==> src/rtl/reg_file_mp_if.sv <==
// Bus between decode/writeback (master) and the multi-port register file (slave).
// Bundles the read ports, the write port, the scoreboard set port and the debug read port.
interface reg_file_mp_if #(
  parameter int DATA_W = 32,
  parameter int ADDR_W = 5,
  parameter int NRD    = 2
) ();
  // No valid/ready handshake: rf_we and sb_set are single-cycle strobes sampled on every
  // rising edge and always accepted, and all read ports answer combinationally in the same cycle.
  logic [NRD*ADDR_W-1:0] rf_ra;
  logic [NRD*DATA_W-1:0] rf_rd;
  logic [NRD-1:0]        rf_busy;
  logic                  rf_we;
  logic [ADDR_W-1:0]     rf_wa;
  logic [DATA_W-1:0]     rf_wd;
  logic                  sb_set;
  logic [ADDR_W-1:0]     sb_wa;
  logic [ADDR_W-1:0]     dbg_ra;
  logic [DATA_W-1:0]     dbg_rd;

  modport master (
    output rf_ra, rf_we, rf_wa, rf_wd, sb_set, sb_wa, dbg_ra,
    input  rf_rd, rf_busy, dbg_rd
  );

  modport slave (
    input  rf_ra, rf_we, rf_wa, rf_wd, sb_set, sb_wa, dbg_ra,
    output rf_rd, rf_busy, dbg_rd
  );
endinterface

==> src/rtl/reg_file_mp.sv <==
// Parametrised multi-port register file with optional write bypass, hard-wired zero register
// and a per-register busy scoreboard for the pipeline hazard unit.
module reg_file_mp #(
  parameter int DATA_W   = 32,
  parameter int ADDR_W   = 5,
  parameter int NRD      = 2,
  parameter int BYPASS   = 1,
  parameter int ZERO_REG = 1
) (
  input logic           clk,
  input logic           rstn,
  reg_file_mp_if.slave  rf
);
  localparam int DEPTH = 1 << ADDR_W;

  if (NRD < 1 || NRD > 4) begin : g_bad_nrd
    $error("reg_file_mp: NRD must be in 1..4");
  end

  logic [DATA_W-1:0] regs_q [DEPTH];
  logic [DATA_W-1:0] regs_d [DEPTH];
  logic [DEPTH-1:0]  busy_q;
  logic [DEPTH-1:0]  busy_d;

  logic wr_eff;
  logic sb_eff;

  // Register 0 swallows both writes and busy-set when it is hard-wired to zero.
  assign wr_eff = rf.rf_we  && !((ZERO_REG != 0) && (rf.rf_wa == '0));
  assign sb_eff = rf.sb_set && !((ZERO_REG != 0) && (rf.sb_wa == '0));

  always_comb begin
    for (int k = 0; k < DEPTH; k++) begin
      regs_d[k] = regs_q[k];
      busy_d[k] = busy_q[k];
      if (wr_eff && (rf.rf_wa == ADDR_W'(k))) begin
        regs_d[k] = rf.rf_wd;
      end
      // A newly issued producer supersedes the one retiring on the same register.
      if (sb_eff && (rf.sb_wa == ADDR_W'(k))) begin
        busy_d[k] = 1'b1;
      end else if (wr_eff && (rf.rf_wa == ADDR_W'(k))) begin
        busy_d[k] = 1'b0;
      end
    end
  end

  always_ff @(posedge clk or negedge rstn) begin
    if (!rstn) begin
      for (int k = 0; k < DEPTH; k++) begin
        regs_q[k] <= '0;
      end
      busy_q <= '0;
    end else begin
      for (int k = 0; k < DEPTH; k++) begin
        regs_q[k] <= regs_d[k];
      end
      busy_q <= busy_d;
    end
  end

  logic [NRD*DATA_W-1:0] rd_all;
  logic [NRD-1:0]        busy_all;

  for (genvar gi = 0; gi < NRD; gi++) begin : g_rd
    logic [ADDR_W-1:0] ra;
    logic              zero_hit;
    logic              byp_hit;

    assign ra       = rf.rf_ra[gi*ADDR_W +: ADDR_W];
    assign zero_hit = (ZERO_REG != 0) && (ra == '0);
    assign byp_hit  = (BYPASS != 0) && rf.rf_we && (rf.rf_wa == ra);

    // A forwarded value is available now, so the hazard unit must not see it as busy.
    assign rd_all[gi*DATA_W +: DATA_W] = zero_hit ? '0 :
                                         byp_hit  ? rf.rf_wd : regs_q[ra];
    assign busy_all[gi] = !zero_hit && !byp_hit && busy_q[ra];
  end

  assign rf.rf_rd   = rd_all;
  assign rf.rf_busy = busy_all;
  assign rf.dbg_rd  = regs_q[rf.dbg_ra];
endmodule

==> src/flat_wrapper.sv <==
// flat-port wrapper written by rule: the top's interface ports become plain ports
module reg_file_mp_flat 
#(
  parameter int DATA_W   = 32,
  parameter int ADDR_W   = 5,
  parameter int NRD      = 2,
  parameter int BYPASS   = 1,
  parameter int ZERO_REG = 1
)
  (clk, rstn, rf_rf_ra, rf_rf_we, rf_rf_wa, rf_rf_wd, rf_sb_set, rf_sb_wa, rf_dbg_ra, rf_rf_rd, rf_rf_busy, rf_dbg_rd);
  reg_file_mp_if #(.DATA_W(DATA_W), .ADDR_W(ADDR_W), .NRD(NRD)) rf_i ();
  input logic clk;
  input logic rstn;
  input wire logic [$bits(rf_i.rf_ra)-1:0] rf_rf_ra;
  input wire logic [$bits(rf_i.rf_we)-1:0] rf_rf_we;
  input wire logic [$bits(rf_i.rf_wa)-1:0] rf_rf_wa;
  input wire logic [$bits(rf_i.rf_wd)-1:0] rf_rf_wd;
  input wire logic [$bits(rf_i.sb_set)-1:0] rf_sb_set;
  input wire logic [$bits(rf_i.sb_wa)-1:0] rf_sb_wa;
  input wire logic [$bits(rf_i.dbg_ra)-1:0] rf_dbg_ra;
  output wire logic [$bits(rf_i.rf_rd)-1:0] rf_rf_rd;
  output wire logic [$bits(rf_i.rf_busy)-1:0] rf_rf_busy;
  output wire logic [$bits(rf_i.dbg_rd)-1:0] rf_dbg_rd;
  assign rf_i.rf_ra = rf_rf_ra;
  assign rf_i.rf_we = rf_rf_we;
  assign rf_i.rf_wa = rf_rf_wa;
  assign rf_i.rf_wd = rf_rf_wd;
  assign rf_i.sb_set = rf_sb_set;
  assign rf_i.sb_wa = rf_sb_wa;
  assign rf_i.dbg_ra = rf_dbg_ra;
  assign rf_rf_rd = rf_i.rf_rd;
  assign rf_rf_busy = rf_i.rf_busy;
  assign rf_dbg_rd = rf_i.dbg_rd;
  reg_file_mp #(.DATA_W(DATA_W), .ADDR_W(ADDR_W), .NRD(NRD), .BYPASS(BYPASS), .ZERO_REG(ZERO_REG)) u_core (.clk(clk), .rstn(rstn), .rf(rf_i));
endmodule
==> config.mk <==
export PLATFORM = sky130hd
export DESIGN_NAME = reg_file_mp_flat
export DESIGN_NICKNAME = d
export VERILOG_FILES = /design/src/rtl/reg_file_mp_if.sv /design/src/rtl/reg_file_mp.sv /design/src/flat_wrapper.sv
export SDC_FILE = /design/constraint.sdc
export NUM_CORES = 2
export LEC_CHECK = 0
export ABC_AREA = 0
export CORE_ASPECT_RATIO = 1.2
export CORE_MARGIN = 4
export CORE_UTILIZATION = 50
export DETAILED_ROUTE_END_ITERATION = 10
export DONT_BUFFER_PORTS = 1
export HOLD_SLACK_MARGIN = 0.15
export SLEW_MARGIN = 20
export SYNTH_ARGS = -nofsm -noshare
export SYNTH_HDL_FRONTEND = slang
export SYNTH_SLANG_ARGS = --single-unit
==> constraint.sdc <==
create_clock -name clk -period 5.85 [get_ports clk]
set_clock_uncertainty 0.1 [all_clocks]
set_input_delay 1.4625 -clock clk [delete_from_list [all_inputs] [get_ports clk]]
set_output_delay 1.4625 -clock clk [all_outputs]
set_load 0.05 [all_outputs]
==> out/results.ini <==
[outcome]
status=complete, no violations

[min_path]
hold_path.class=flop to flop
hp-start=u_core.regs_q[1020]
whs_path_depth=0
whs_endpoint=u_core.regs_q[1020]

[clock_network]
cts_resized=0
clk_pin_slew_ns=0.06
htree_levels=3
cts_setup_buffers=0
worstSkewPairLatency_ns=0.74
root_buffer=clkbuf_16
numCtsBuffers=117
cts_buffer_depth=3
ctsHoldBuffers=0
tritoncts=built
clock-sinks=1056

[worst_setup_path]
r2r-start=u_core.regs_q[804]
cp.arrival_ns=4.16
crit_cells=5
setup.worst_path.class=input port to output port
critPathLaunchType=input port
cpPeakStageDelay_ns=0.60
path_delay_family=simple AND/OR/NAND/NOR gates
regToRegSetupSlack_ns=4.93
path_cells=xnor2_1 > nand4_1 > nor4_2 > buf_4 > a32o_1
required_ns=4.29
cp_max_fo=315
crit_path_top_delay_cell=a32o_1
path_buf_inv=1
r2r_end=u_core.regs_q[804]
endpoint_kind=output port
ff2ff_path_depth=1

[synthesis]
netlist_area_mm2=0.0643
synth-main-ff-cell=dfrtp_1
synth_cells=4325
postSynthAreaPerCell_um2=14.9
synth_area_leader_cell=dfrtp_1
synth_commonest_cells=1056 x dfrtp_1, 1044 x mux2_2, 777 x mux4_2, 318 x clkbuf_1, 166 x mux2i_1
synthArstFlopShare_pct=100
synth.ff_latch_count=1056
synthMostInstantiatedCell=dfrtp_1
yosys_warnings=0
synth-edff-count=0
netlist.area_leader.share_pct=41.1
ys_top_cells_by_area=dfrtp_1 41%, mux4_2 27%, mux2_2 18%
ys_seq_area_share_pct=41.1
synth_fp_nets=4386
netlist-cell-type-count=51

[timing]
rsz0062_at_grt=false
max_clock_freq_ghz=0.175
worst_pin_slew_ns=1.26
setup_violations=0
finalHoldViolations=0
tns_ns=0
max_slew_margin_pct=16.0
period_share_pct=97.9
period_minus_slack_ns=5.73
drv_slew=0

[placed_design]
port_buffers=0
place.gp.congestion=0.820
hpwl_um=115000

[detailed_routing]
vias=42700
dr_wl_met3_um=16500
drt-total-wl_um=220000
first_pass_iters=6
avgViaCountPerCell=7.34
drt-met1-wl_um=85400
wl_met2_um=108000
drtIter0Drc=4207
wl_per_cell_um=37.8
drc=0
ant_nets=0
dr.max_layer_used=met4

[cells_and_area]
syn_to_final_growth_pct=8.58
diodes=0
final_layout_size_suffix_gt1_share_pct=53.5
final_util_pct=54.9
fin_nets=4109

[pwr]
power_frac_comb_pct=23.6
sequentialPowerShare_pct=42.7
p_clk_share_pct=33.8
max-vdd-ir-drop_uv=230
p_int_uw=16700
p_sw_uw=6740
p_sw_share_pct=28.7
power_density_mw_per_mm2=336
p_leak_uw=0.0288

[global_route]
grt_util_all_layers_pct=32.7
antenna_found_initial=3
grt_pass1_vias=43600
gr-total-overflow=0
grt_first_pass_wirelength_um=318000
grt_max_degree=1057

[floorplan]
fp.dieH_um=401
io_pins=159
die_x_um=335
die-area_mm2=0.135
row_count=143
start_util_pct=50.6
core_mm2=0.127

[flow_run]
max_cap_violations=0

layer usage:
| metal | vias to the layer above | track usage, % |
|---|---|---|
| li1 | 16800 | - |
| met2 | 1985 | 53.8 |
| met4 | 0 | 13.5 |
| met3 | 509 | 5.94 |
| met1 | 23400 | 43.0 |
| met5 | - | 0 |
flip-flops by register name, summed over array words and instances, names as in the netlist:
register and count:
u_core.busy_q 32, u_core.regs_q 1024
layout by cell type, fill, tap and decap left out, drive strengths merged, types with 5 or more instances in the layout:
cell type,synthesis,final
dfrtp,1056,1056
mux2,1044,1044
mux4,777,777
clkbuf,318,168
mux2i,166,166
buf,200,122
a22oi,86,86
nand2,85,85
nor3,70,70
a211oi,66,66
nor2,66,66
o21ai,53,53
o22ai,49,49
a21oi,41,41
nor2b,35,35
clkinv,0,33
a22o,28,28
o221ai,28,28
a32o,22,22
a221o,22,22
nand3,19,19
nand2b,12,12
bufinv,0,11
inv,9,11
a2111oi,9,9
xnor2,8,8
or2,8,8
clkinvlp,0,6
nor3b,5,5
or3,5,5
final cells by class:
| type | instances | area [um2] |
|---|---|---|
| Timing Repair Buffer | 122 | 1190 |
| Tap cell | 1667 | 2090 |
| Clock inverter | 52 | 584 |
| Multi-Input combinational cell | 2742 | 36000 |
| Fill cell | 10300 | 57300 |
| Inverter | 9 | 33.8 |
| Sequential cell | 1056 | 26400 |
| Clock buffer | 168 | 3520 |
through the flow:
step | std cells | power [uW] | cell area, um2 | setup slack [ns] | hold WS, ns
finish | 5816 | 23500 | 69900 | 0.124 | 0.320
global route | 5816 | 24400 | 69900 | 0.234 | 0.299
CTS | 5810 | 23400 | 69700 | 0.512 | 0.317
detailed placement | 5590 | 15400 | 65600 | 0.521 | 0.305
global placement | 5588 | 15300 | 65600 | 0.529 | 0.291
floorplan | 4325 | 14500 | 64300 | 0.383 | 0.342
cell families after synthesis:
| logic type | after synthesis | share of synthesized area [%] |
|---|---|---|
| AOI/OAI and AO/OA | 418 | 4.73 |
| buffers and inverters | 527 | 3.53 |
| xor gates and xnor gates | 10 | 0.136 |
| and+or+nand+nor | 327 | 2.49 |
| DFF | 1056 | 41.1 |
| muxes | 1987 | 48.0 |
worst max-delay path by stage:
stage / start / to / slack, ns
floorplan: rf_rf_ra[2] / rf_rf_busy[0] / 0.38
global placement: rf_rf_ra[8] / rf_rf_rd[57] / 0.53
detailed placement: rf_rf_ra[7] / rf_rf_rd[42] / 0.52
CTS: rf_rf_ra[7] / rf_rf_rd[42] / 0.51
global route: rf_rf_ra[0] / rf_rf_rd[25] / 0.23
finish: rf_rf_ra[0] / rf_rf_rd[25] / 0.12
power by group through the flow:
stage / registers [uW] / logic, uW / clock network (uW)
floorplan: 9650 / 4810 / 0
global route: 10200 / 5850 / 8310
CTS: 9950 / 5390 / 8040
global placement: 10000 / 5310 / 0
detailed placement: 10100 / 5360 / 0
finish: 10000 / 5540 / 7920
(Power assumes the default switching activity.)
